<file path="src/rtl/codeword_serializer_pkg.sv">
`default_nettype none
// ============================================================================
// Module  : codeword_pkg
// Brief   : Legal wxyz codewords, serializer state encoding and symbol map.
// Revision: 1.0 - initial release
// ============================================================================
package codeword_pkg;

    localparam logic [3:0] CW0 = 4'b0011;
    localparam logic [3:0] CW1 = 4'b0100;
    localparam logic [3:0] CW2 = 4'b1000;
    localparam logic [3:0] CW3 = 4'b1111;

    localparam logic [1:0] IDLE  = 2'd0;
    localparam logic [1:0] SHIFT = 2'd1;
    localparam logic [1:0] GAP   = 2'd2;

    function automatic logic [3:0] cw_of(input logic [1:0] sym);
        logic [3:0] cw;
        case (sym)
            2'd0:    cw = CW0;
            2'd1:    cw = CW1;
            2'd2:    cw = CW2;
            default: cw = CW3;
        endcase
        return cw;
    endfunction

endpackage
`default_nettype wire

</file>
<file path="src/rtl/codeword_serializer_if.sv">
`default_nettype none
// ============================================================================
// Module  : codeword_serializer_if
// Brief   : Symbol input and serial output handshakes of the codeword link.
// Revision: 1.0 - initial release
// ============================================================================
interface codeword_serializer_if;

    logic [1:0] sym;
    logic       sym_valid;
    logic       sym_ready;
    logic       out_bit;
    logic       out_valid;
    logic       out_ready;
    logic       out_first;
    logic       out_last;

    modport master (
        output sym, sym_valid, out_ready,
        input  sym_ready, out_bit, out_valid, out_first, out_last
    );

    modport slave (
        input  sym, sym_valid, out_ready,
        output sym_ready, out_bit, out_valid, out_first, out_last
    );

endinterface
`default_nettype wire

</file>
<file path="src/rtl/codeword_serializer_rom.sv">
`default_nettype none
// ============================================================================
// Module  : codeword_rom
// Brief   : Combinational symbol to wxyz codeword lookup.
// Revision: 1.0 - initial release
// ============================================================================
module codeword_rom
    import codeword_pkg::*;
(
    input  logic [1:0] i_sym,
    output logic [3:0] o_cw
);

    assign o_cw = cw_of(i_sym);

endmodule
`default_nettype wire

</file>
<file path="src/rtl/codeword_serializer.sv">
`default_nettype none
// ============================================================================
// Module  : codeword_serializer
// Brief   : One-entry buffered symbol to serial wxyz codeword transmitter.
// Revision: 1.0 - initial release
// ============================================================================
module codeword_serializer
    import codeword_pkg::*;
#(
    parameter int GAP_CYCLES = 0,
    parameter int CNT_W      = 8
) (
    input  logic              clk,
    input  logic              reset,
    codeword_serializer_if.slave bus,
    output logic              busy,
    output logic [CNT_W-1:0]  frame_cnt
);

    localparam int c_GAP_W = (GAP_CYCLES > 1) ? $clog2(GAP_CYCLES) : 1;
    localparam logic [c_GAP_W-1:0] c_GAP_LOAD =
        (GAP_CYCLES > 0) ? c_GAP_W'(GAP_CYCLES - 1) : '0;

    logic [1:0]         r_state;
    logic [1:0]         r_buf;
    logic               r_buf_full;
    logic [3:0]         r_shreg;
    logic [1:0]         r_bit_idx;
    logic [c_GAP_W-1:0] r_gap_cnt;
    logic [CNT_W-1:0]   r_frame_cnt;

    logic [3:0] w_cw;
    logic       w_shift;
    logic       w_last;
    logic       w_frame_done;
    logic       w_accept;
    logic       w_load;

    codeword_rom u_rom (
        .i_sym (r_buf),
        .o_cw  (w_cw)
    );

    assign w_shift      = (r_state == SHIFT);
    assign w_last       = (r_bit_idx == 2'd3);
    assign w_frame_done = w_shift & bus.out_ready & w_last;
    assign w_accept     = bus.sym_valid & ~r_buf_full;

    // A buffered word loads from IDLE, at the end of the gap, or straight
    // after a last bit when no gap is configured, so frames can abut.
    assign w_load = r_buf_full &
                    ((r_state == IDLE) |
                     (w_frame_done & (GAP_CYCLES == 0)) |
                     ((r_state == GAP) & (r_gap_cnt == '0)));

    always_ff @(posedge clk) begin
        if (reset) begin
            r_state     <= IDLE;
            r_buf       <= 2'd0;
            r_buf_full  <= 1'b0;
            r_shreg     <= 4'd0;
            r_bit_idx   <= 2'd0;
            r_gap_cnt   <= '0;
            r_frame_cnt <= '0;
        end else begin
            if (w_accept) begin
                r_buf      <= bus.sym;
                r_buf_full <= 1'b1;
            end

            if (w_frame_done) begin
                r_frame_cnt <= r_frame_cnt + CNT_W'(1);
            end

            if (w_load) begin
                r_shreg    <= w_cw;
                r_bit_idx  <= 2'd0;
                r_buf_full <= 1'b0;
                r_state    <= SHIFT;
            end else begin
                case (r_state)
                    IDLE: begin
                        r_state <= IDLE;
                    end
                    SHIFT: begin
                        if (bus.out_ready) begin
                            if (!w_last) begin
                                r_shreg   <= {r_shreg[2:0], 1'b0};
                                r_bit_idx <= r_bit_idx + 2'd1;
                            end else if (GAP_CYCLES > 0) begin
                                r_gap_cnt <= c_GAP_LOAD;
                                r_state   <= GAP;
                            end else begin
                                r_state   <= IDLE;
                            end
                        end
                    end
                    GAP: begin
                        if (r_gap_cnt == '0) begin
                            r_state <= IDLE;
                        end else begin
                            r_gap_cnt <= r_gap_cnt - c_GAP_W'(1);
                        end
                    end
                    default: begin
                        r_state <= IDLE;
                    end
                endcase
            end
        end
    end

    assign bus.sym_ready = ~r_buf_full;
    assign bus.out_valid = w_shift;
    assign bus.out_bit   = w_shift & r_shreg[3];
    assign bus.out_first = w_shift & (r_bit_idx == 2'd0);
    assign bus.out_last  = w_shift & w_last;
    assign busy          = (r_state != IDLE) | r_buf_full;
    assign frame_cnt     = r_frame_cnt;

endmodule
`default_nettype wire

</file>
<file path="src/flat_wrapper.sv">
// flat-port wrapper written by rule: the top's interface ports become plain ports
module codeword_serializer_flat import codeword_pkg::*;
#(
    parameter int GAP_CYCLES = 0,
    parameter int CNT_W      = 8
)
  (clk, reset, busy, frame_cnt, bus_sym, bus_sym_valid, bus_out_ready, bus_sym_ready, bus_out_bit, bus_out_valid, bus_out_first, bus_out_last);
  codeword_serializer_if bus_i ();
  input  logic clk;
  input  logic reset;
  output logic busy;
  output logic [CNT_W-1:0] frame_cnt;
  input wire logic [$bits(bus_i.sym)-1:0] bus_sym;
  input wire logic [$bits(bus_i.sym_valid)-1:0] bus_sym_valid;
  input wire logic [$bits(bus_i.out_ready)-1:0] bus_out_ready;
  output wire logic [$bits(bus_i.sym_ready)-1:0] bus_sym_ready;
  output wire logic [$bits(bus_i.out_bit)-1:0] bus_out_bit;
  output wire logic [$bits(bus_i.out_valid)-1:0] bus_out_valid;
  output wire logic [$bits(bus_i.out_first)-1:0] bus_out_first;
  output wire logic [$bits(bus_i.out_last)-1:0] bus_out_last;
  assign bus_i.sym = bus_sym;
  assign bus_i.sym_valid = bus_sym_valid;
  assign bus_i.out_ready = bus_out_ready;
  assign bus_sym_ready = bus_i.sym_ready;
  assign bus_out_bit = bus_i.out_bit;
  assign bus_out_valid = bus_i.out_valid;
  assign bus_out_first = bus_i.out_first;
  assign bus_out_last = bus_i.out_last;
  codeword_serializer #(.GAP_CYCLES(GAP_CYCLES), .CNT_W(CNT_W)) u_core (.clk(clk), .reset(reset), .bus(bus_i), .busy(busy), .frame_cnt(frame_cnt));
endmodule
</file>
<file path="config.mk">
export PLATFORM = sky130hd
export DESIGN_NAME = codeword_serializer_flat
export DESIGN_NICKNAME = d
export VERILOG_FILES = /design/src/rtl/codeword_serializer_pkg.sv /design/src/rtl/codeword_serializer_if.sv /design/src/rtl/codeword_serializer_rom.sv /design/src/rtl/codeword_serializer.sv /design/src/flat_wrapper.sv
export SDC_FILE = /design/constraint.sdc
export NUM_CORES = 1
export LEC_CHECK = 0
export CORE_MARGIN = 2
export CORE_UTILIZATION = 35
export CTS_CLUSTER_DIAMETER = 100
export DETAILED_ROUTE_END_ITERATION = 7
export HOLD_SLACK_MARGIN = 0.06
export SLEW_MARGIN = 20
export SYNTH_ARGS = -nofsm -noshare
export SYNTH_HDL_FRONTEND = slang
export SYNTH_SLANG_ARGS = --single-unit
</file>
<file path="constraint.sdc">
create_clock -name clk -period 2.6 [get_ports clk]
set_input_delay 0.52 -clock clk [delete_from_list [all_inputs] [get_ports clk]]
set_output_delay 0.52 -clock clk [all_outputs]
set_load 0.05 [all_outputs]
</file>
### Yosys cells after proc, flatten, opt, wreduce, memory -nomap -nowiden

Index checks and enable logic that the tools add are counted.

| cells by class | value |
|---|---|
| multiplexer cells | 11 |
| bitwise operators | 15 |
| equality and inequality tests | 12 |
| $add $sub $neg | 3 |
| reduce and logical (&&, ||, !) cells | 12 |

Operators by type and width:

| cell | number |
|---|---|
| $mux W4 | 4 |
| $pmux W4 S3 | 1 |
| $reduce_and A3 Y1 | 4 |
| $ne A3 B3 Y1 const B | 3 |
| $add A8 B1 Y8 const B | 1 |
| $and A1 B1 Y1 | 8 |
| $ne A2 B2 Y1 const B | 4 |
| $eq A2 B2 Y1 const B | 3 |
| $logic_not A2 Y1 | 3 |
| $mux W2 | 3 |
| $reduce_bool A2 Y1 | 3 |
| $eq A2 B1 Y1 const B | 2 |
| $not A1 Y1 | 4 |
| $pmux W2 S2 | 1 |
| $or A1 B1 Y1 | 3 |
| $add A2 B1 Y2 const B | 1 |
| $mux W1 | 2 |
| $reduce_and A2 Y1 | 1 |
| $reduce_or A2 Y1 | 1 |
| $sub A1 B1 Y1 const B | 1 |

| storage, ports and cells | value |
|---|---|
| flip-flop bits (word level) | 20 |
| input bits | 6 |
| word-level logic and storage cells | 61 |

### Longest topological paths before layout

Gate-level depths: netlist (run 1).

| logic depth | value |
|---|---|
| depth in word-level cells | 8 |
| depth in mapped cells | 6 |

### Hierarchy

From an unflattened synthesis (run 1), not the netlist that was laid out.

| unflattened totals | value |
|---|---|
| cell total of the unflattened synthesis | 100 |
| area, all modules | 889.6 um^2 |

By module, submodules not included:

| module | seq. area each (um^2) | area each (um^2) | cells each | times used |
|---|---|---|---|---|
| codeword_serializer | 360.3 | 824.5 | 92 | 1 |
| codeword_rom | 0.0 | 65.1 | 8 | 1 |

### Least setup slack after synthesis (run 1)

Ideal clock, no wire load.

| timing path | value |
|---|---|
| path kind | register to output |
| from | register u_core.r_state[0] |
| to | output port bus_out_first |
| stages on the path, launching flop included | 2 |
| data arrival time | 1,266 ps |
| buffers on the path | 0 |
| path slack | 814 ps |
| cell sequence | dfxtp_1 -> and2_1 |

| on the way | value |
|---|---|
| cells in the longest elaborated chain, start to end | 2 |

Ends and longest elaborated chain:

| item | line | text |
|---|---|---|
| from (decl) | codeword_serializer.sv:24 | `logic [1:0] r_state;` |
| from (signal assigned) | codeword_serializer.sv:58 | `r_state <= IDLE;` |
| from (signal assigned) | codeword_serializer.sv:79 | `r_state <= SHIFT;` |
| from (signal assigned) | codeword_serializer.sv:83 | `r_state <= IDLE;` |
| $eq A2 B1 Y1 | codeword_serializer.sv:44 | `assign w_shift = (r_state == SHIFT);` |
| $and A1 B1 Y1 | codeword_serializer.sv:116 | `assign bus.out_first = w_shift & (r_bit_idx == 2'd0);` |
| to (decl) | flat_wrapper.sv:19 | `output wire logic [$bits(bus_i.out_first)-1:0] bus_out_first;` |

No other way between the ends.

### Worst setup path after layout (run 1)

| timing path | value |
|---|---|
| from | register u_core.r_bit_idx[1] |
| to | output port bus_out_last |

| on the way | value |
|---|---|
| cells in the longest elaborated chain, start to end | 2 |

Ends and longest elaborated chain:

| item | line | text |
|---|---|---|
| from (decl) | codeword_serializer.sv:28 | `logic [1:0] r_bit_idx;` |
| from (signal assigned) | codeword_serializer.sv:89 | `r_bit_idx <= r_bit_idx + 2'd1;` |
| $eq A2 B2 Y1 | codeword_serializer.sv:45 | `assign w_last = (r_bit_idx == 2'd3);` |
| $and A1 B1 Y1 | codeword_serializer.sv:117 | `assign bus.out_last = w_shift & w_last;` |
| to (decl) | flat_wrapper.sv:20 | `output wire logic [$bits(bus_i.out_last)-1:0] bus_out_last;` |

No other way between the ends.

==> metrics.sh, run 1 <==
RUN_STATUS='complete, no violations'
FINAL_UTIL_PCT=46.5
ANTENNA_FOUND_INITIAL=0
LAYOUT_WORST_PATH_CYCLE_SHARE_PCT=90.9
SYN_NETS=114
LARGEST_NET_DEGREE_AT_THE_START_OF_GLOBAL_ROUTING=19
NON_FILLER_INSTANCE_COUNT_AFTER_LAYOUT=152
SYNTH_AREA_UM2=881
SYNTH_TOP_FAMILY_BY_AREA='simple AND/OR/NAND/NOR gates'
HOLD_BUFFERS=0
FP.DIEW_UM=54.2
CORE.ROWCOUNT=18
INSERTION_DELAY_PS=280
DRC_ERRORS=0
POWER.TOTAL_mW=0.563
FINAL_NETS=135
YOSYS.AREA_SHARE.ADDER_PCT=8.52
START_UTIL_PCT=36.2
SYNTH_TOP_CELL_BY_AREA='sky130_fd_sc_hd__dfxtp_1'
SYNTH.MUX.AREA_FRACTION_PCT=2.27
MET3WIRELENGTH_UM=50
CLK_PATH_BUF_DEPTH=2
FILLCELLCOUNT=250
CLOCK.FMAX_MHz=423
DRIVE_GT1_SHARE_PCT=9.02
WHS_PATH_DEPTH=2
MOST-COMMON-LAYOUT-CELLS='19 x sky130_fd_sc_hd__clkdlybuf4s50_1, 18 x sky130_fd_sc_hd__dfxtp_1, 15 x sky130_fd_sc_hd__nor2_1, 8 x sky130_fd_sc_hd__nand2_1'
VIAS=715
POST_ROUTE_STANDARD_CELL_AREA_EXCLUDING_FILLERS_UM2=1130
WORST_R2R_STARTPOINT='u_core.r_bit_idx[1]$_SDFFE_PP0P_'
MIN_FROM='u_core.r_shreg[2]$_SDFFE_PP0P_'
NUMBER_OF_GLOBAL_ROUTE_VIAS_BEFORE_REPAIR=630
TIMING_WORST_SLEW_PIN_VALUE_PS=684
WL_PER_CELL_UM=10.6
LENGTH_OF_ROUTED_WIRING_ON_MET1_UM=859
CTS.CLK_SLEW.WORST_PATHS_PS=100
GLOBALPLACE.CONGESTION=0.679
WORST_SETUP_SP_TYPE='flop'
DIEHEIGHT_UM=54.2
TIMING.FINAL.HOLD_VIOLATIONS=0
CORE_AREA_UM2=2430
ROUTED_WIRELENGTH_UM=1610
PIN_COUNT=20
HTREE_LEVELS=1
FINAL-SETUP-VIOL-COUNT=0
ANTENNA_LEFT=0
NUMPORTBUFFERS=19
SYNTH_SIMPLE_GATE_AREA_SHARE_PCT=28.1
R2R_CELLS=5
CTSROOTBUFFERMASTER='sky130_fd_sc_hd__clkbuf_4'
OVERALL_GLOBAL_ROUTING_USAGE_PCT=12.1
FP.DIEAREA_UM2=2930
HPWL_UM=1220
TIMING.MAX_SLEW.REL_SLACK_PCT=54.3
WL_MET2_UM=679
FIRSTDRTPASSITERS=2
CRITICAL_PATH_CAPTURE_POINT_TYPE='primary output'
NUMPLACEDINSTANCES=148
CLOCK-SINKS=18
DR.FIRST_ITER.DRC_COUNT=5
FINALWORSTPATHREQUIREDPERIOD_PS=2360
TOP_SIGNAL_LAYER_USED='met4'
WORST_CASE_HOLD_PATH_END_POINT='u_core.r_shreg[3]$_SDFFE_PP0P_'
TIMING.SETUP.CRITICAL_PATH_CLASS='flop to primary output'
CAP_VIOLATIONS=0
SYNTHESIS.INSTANCES=102
REGTOREGSETUPSLACK_PS=1100
DETAIL_ROUTE.VIAS_PER_CELL=4.70
WORSTHOLDPATHTYPE='flop to flop'
SYN_TO_FINAL_GROWTH_PCT=28.3
FINALCLOCKSKEW_PS=1.67
FINAL_COMMON_CELL='sky130_fd_sc_hd__clkdlybuf4s50_1'
POWER-PER-CELL-AREA_nW_PER_UM2=498
YOSYS.AREA.TOP_TYPE_SHARE_PCT=40.9
FIN_TNS_SETUP_PS=0
CTS_TREE='done'
DIODES=0
CTS_RESIZED=0
DPL-INSTANCE-AREA_UM2=1090
GRT-OVFL-TOTAL=0
REGTOREGENDPOINT='u_core.r_shreg[2]$_SDFFE_PP0P_'
CTS_BUFFERS=3
SYNTH_AREA_PER_CELL_UM2=8.64
CRIT_START='u_core.r_bit_idx[1]$_SDFFE_PP0P_'
SYNTH_SEQ_CELLS=18
RSZ0062_AT_GRT='no'
SYNTH-COMPOUND-AREA-SHARE_PCT=9.38
CP_MAX_FO=6
SYNTH_AREA_LEADERS='sky130_fd_sc_hd__dfxtp_1 41%, sky130_fd_sc_hd__ha_1 8.5%, sky130_fd_sc_hd__nor2_1 6.4%'
WORST-ENDPOINT-REQUIRED_PS=2080
P_LEAK_nW=0.430
WORST-ENDPOINT-ARRIVAL_PS=1840
POST_CTS_BUFFERS=0
SEQ_AREA_FRAC_SYNTH_PCT=40.9
YOSYS_WARNINGS=0
POST_SYNTH_XOR_AREA_FRACTION_PCT=6.96
IR_DROP_mV=0.264
SYNTH_CELL_TYPE_COUNT=31
GRT_FIRST_PASS_WIRELENGTH_UM=2590
SLEW_VIOLATIONS=0
## worst max-delay path: stages (launching register included)
cell and delay, ps:
sky130_fd_sc_hd__dfxtp_1 370, sky130_fd_sc_hd__ha_1 250, sky130_fd_sc_hd__and2_1 150, sky130_fd_sc_hd__clkdlybuf4s50_1 790
## area by class of cell
type	count	area [um2]	share of cell area, %
Inverter	5	18.8	1.66
Clock buffer	4	36.3	3.21
Sequential cell	18	360	31.9
Multi-Input combinational cell	76	487	43.1
Tap cell	30	37.5	3.32
Timing Repair Buffer	19	190	16.8
## flip-flops by register name (all words and copies together), names as in the netlist
| name | cells |
|---|---|
| u_core.frame_cnt | 8 |
| u_core.r_buf_full | 1 |
| u_core.r_bit_idx | 2 |
| u_core.r_shreg | 4 |
| u_core.r_state | 1 |
| u_core.r_buf | 2 |
## kinds of logic after synthesis
logic type               Yosys count
adder cells (fa/ha/maj)            6
multiplexers                       2
buffers and inverters              8
AND/OR/NAND/NOR                   49
XOR/XNOR                           7
AO/OA/AOI/OAI                     12
flip-flops                        18
## power by group
part / internal (mW) / switching (mW) / leakage, nW
sequential: 0.287 / 0.0118 / 0.146
combinational: 0.0389 / 0.0554 / 0.263
clock: 0.0851 / 0.0848 / 0.0210
## per-layer routing
metal,GRT usage [%],vias up
li1,-,383
met1,16.2,318
met2,19.3,12
met3,1.67,2
met4,5.00,0
met5,0,-
## metrics by stage
| stage | setup WS (ps) | hold WS [ps] |
|---|---|---|
| 2_1_floorplan | 814 | 442 |
| 3_3_place_gp | 580 | 459 |
| 3_5_place_dp | 543 | 464 |
| 4_1_cts | 220 | 480 |
| 5_1_grt | 159 | 507 |
| 6_report | 237 | 473 |
## synth_stat cells
master / instances
sky130_fd_sc_hd__nor2b_1: 2
sky130_fd_sc_hd__a311oi_1: 1
sky130_fd_sc_hd__nor2_2: 1
sky130_fd_sc_hd__nand3_1: 2
sky130_fd_sc_hd__o21ai_1: 2
sky130_fd_sc_hd__nor3_1: 6
sky130_fd_sc_hd__or3_1: 1
sky130_fd_sc_hd__and3_1: 2
sky130_fd_sc_hd__dfxtp_1: 18
sky130_fd_sc_hd__clkbuf_1: 1
sky130_fd_sc_hd__nand3_2: 1
sky130_fd_sc_hd__nand4_1: 3
sky130_fd_sc_hd__nor2_1: 15
sky130_fd_sc_hd__inv_2: 1
sky130_fd_sc_hd__xor2_1: 3
sky130_fd_sc_hd__ha_1: 6
sky130_fd_sc_hd__a211oi_2: 2
sky130_fd_sc_hd__o21ai_0: 1
sky130_fd_sc_hd__nand3b_2: 1
sky130_fd_sc_hd__buf_1: 1
sky130_fd_sc_hd__a21oi_1: 4
sky130_fd_sc_hd__a21boi_1: 1
sky130_fd_sc_hd__a31oi_1: 1
sky130_fd_sc_hd__nand2b_1: 1
sky130_fd_sc_hd__and2_1: 5
sky130_fd_sc_hd__mux2i_1: 2
sky130_fd_sc_hd__buf_4: 1
sky130_fd_sc_hd__inv_1: 4
sky130_fd_sc_hd__or2_2: 1
sky130_fd_sc_hd__nand2_1: 8
sky130_fd_sc_hd__xnor2_1: 4
## worst max path at each step
stage,end
5_1_grt,bus_out_last
2_1_floorplan,bus_out_first
3_3_place_gp,bus_out_last
3_5_place_dp,bus_out_last
6_report,bus_out_last
4_1_cts,bus_out_last
Note: power is estimated with default switching activity, not from simulation.
==> inputs of run 2 (changes only) <==
clock period = 2.9 ns   (was 2.6 ns; I/O delays follow)
==> results of run 2 <==
The final DEF is identical to that of run 1. Status: complete, no violations.
Among the figures that moved: final weighted congestion in routability-driven placement 0.679 -> 0.678; setup slack after placement 543 ps -> 783 ps; setup slack after layout 237 ps -> 477 ps; register-to-register setup slack 1100 ps -> 1400 ps; total power 0.563 mW -> 0.505 mW; worst IR drop on VDD 0.264 mV -> 0.237 mV
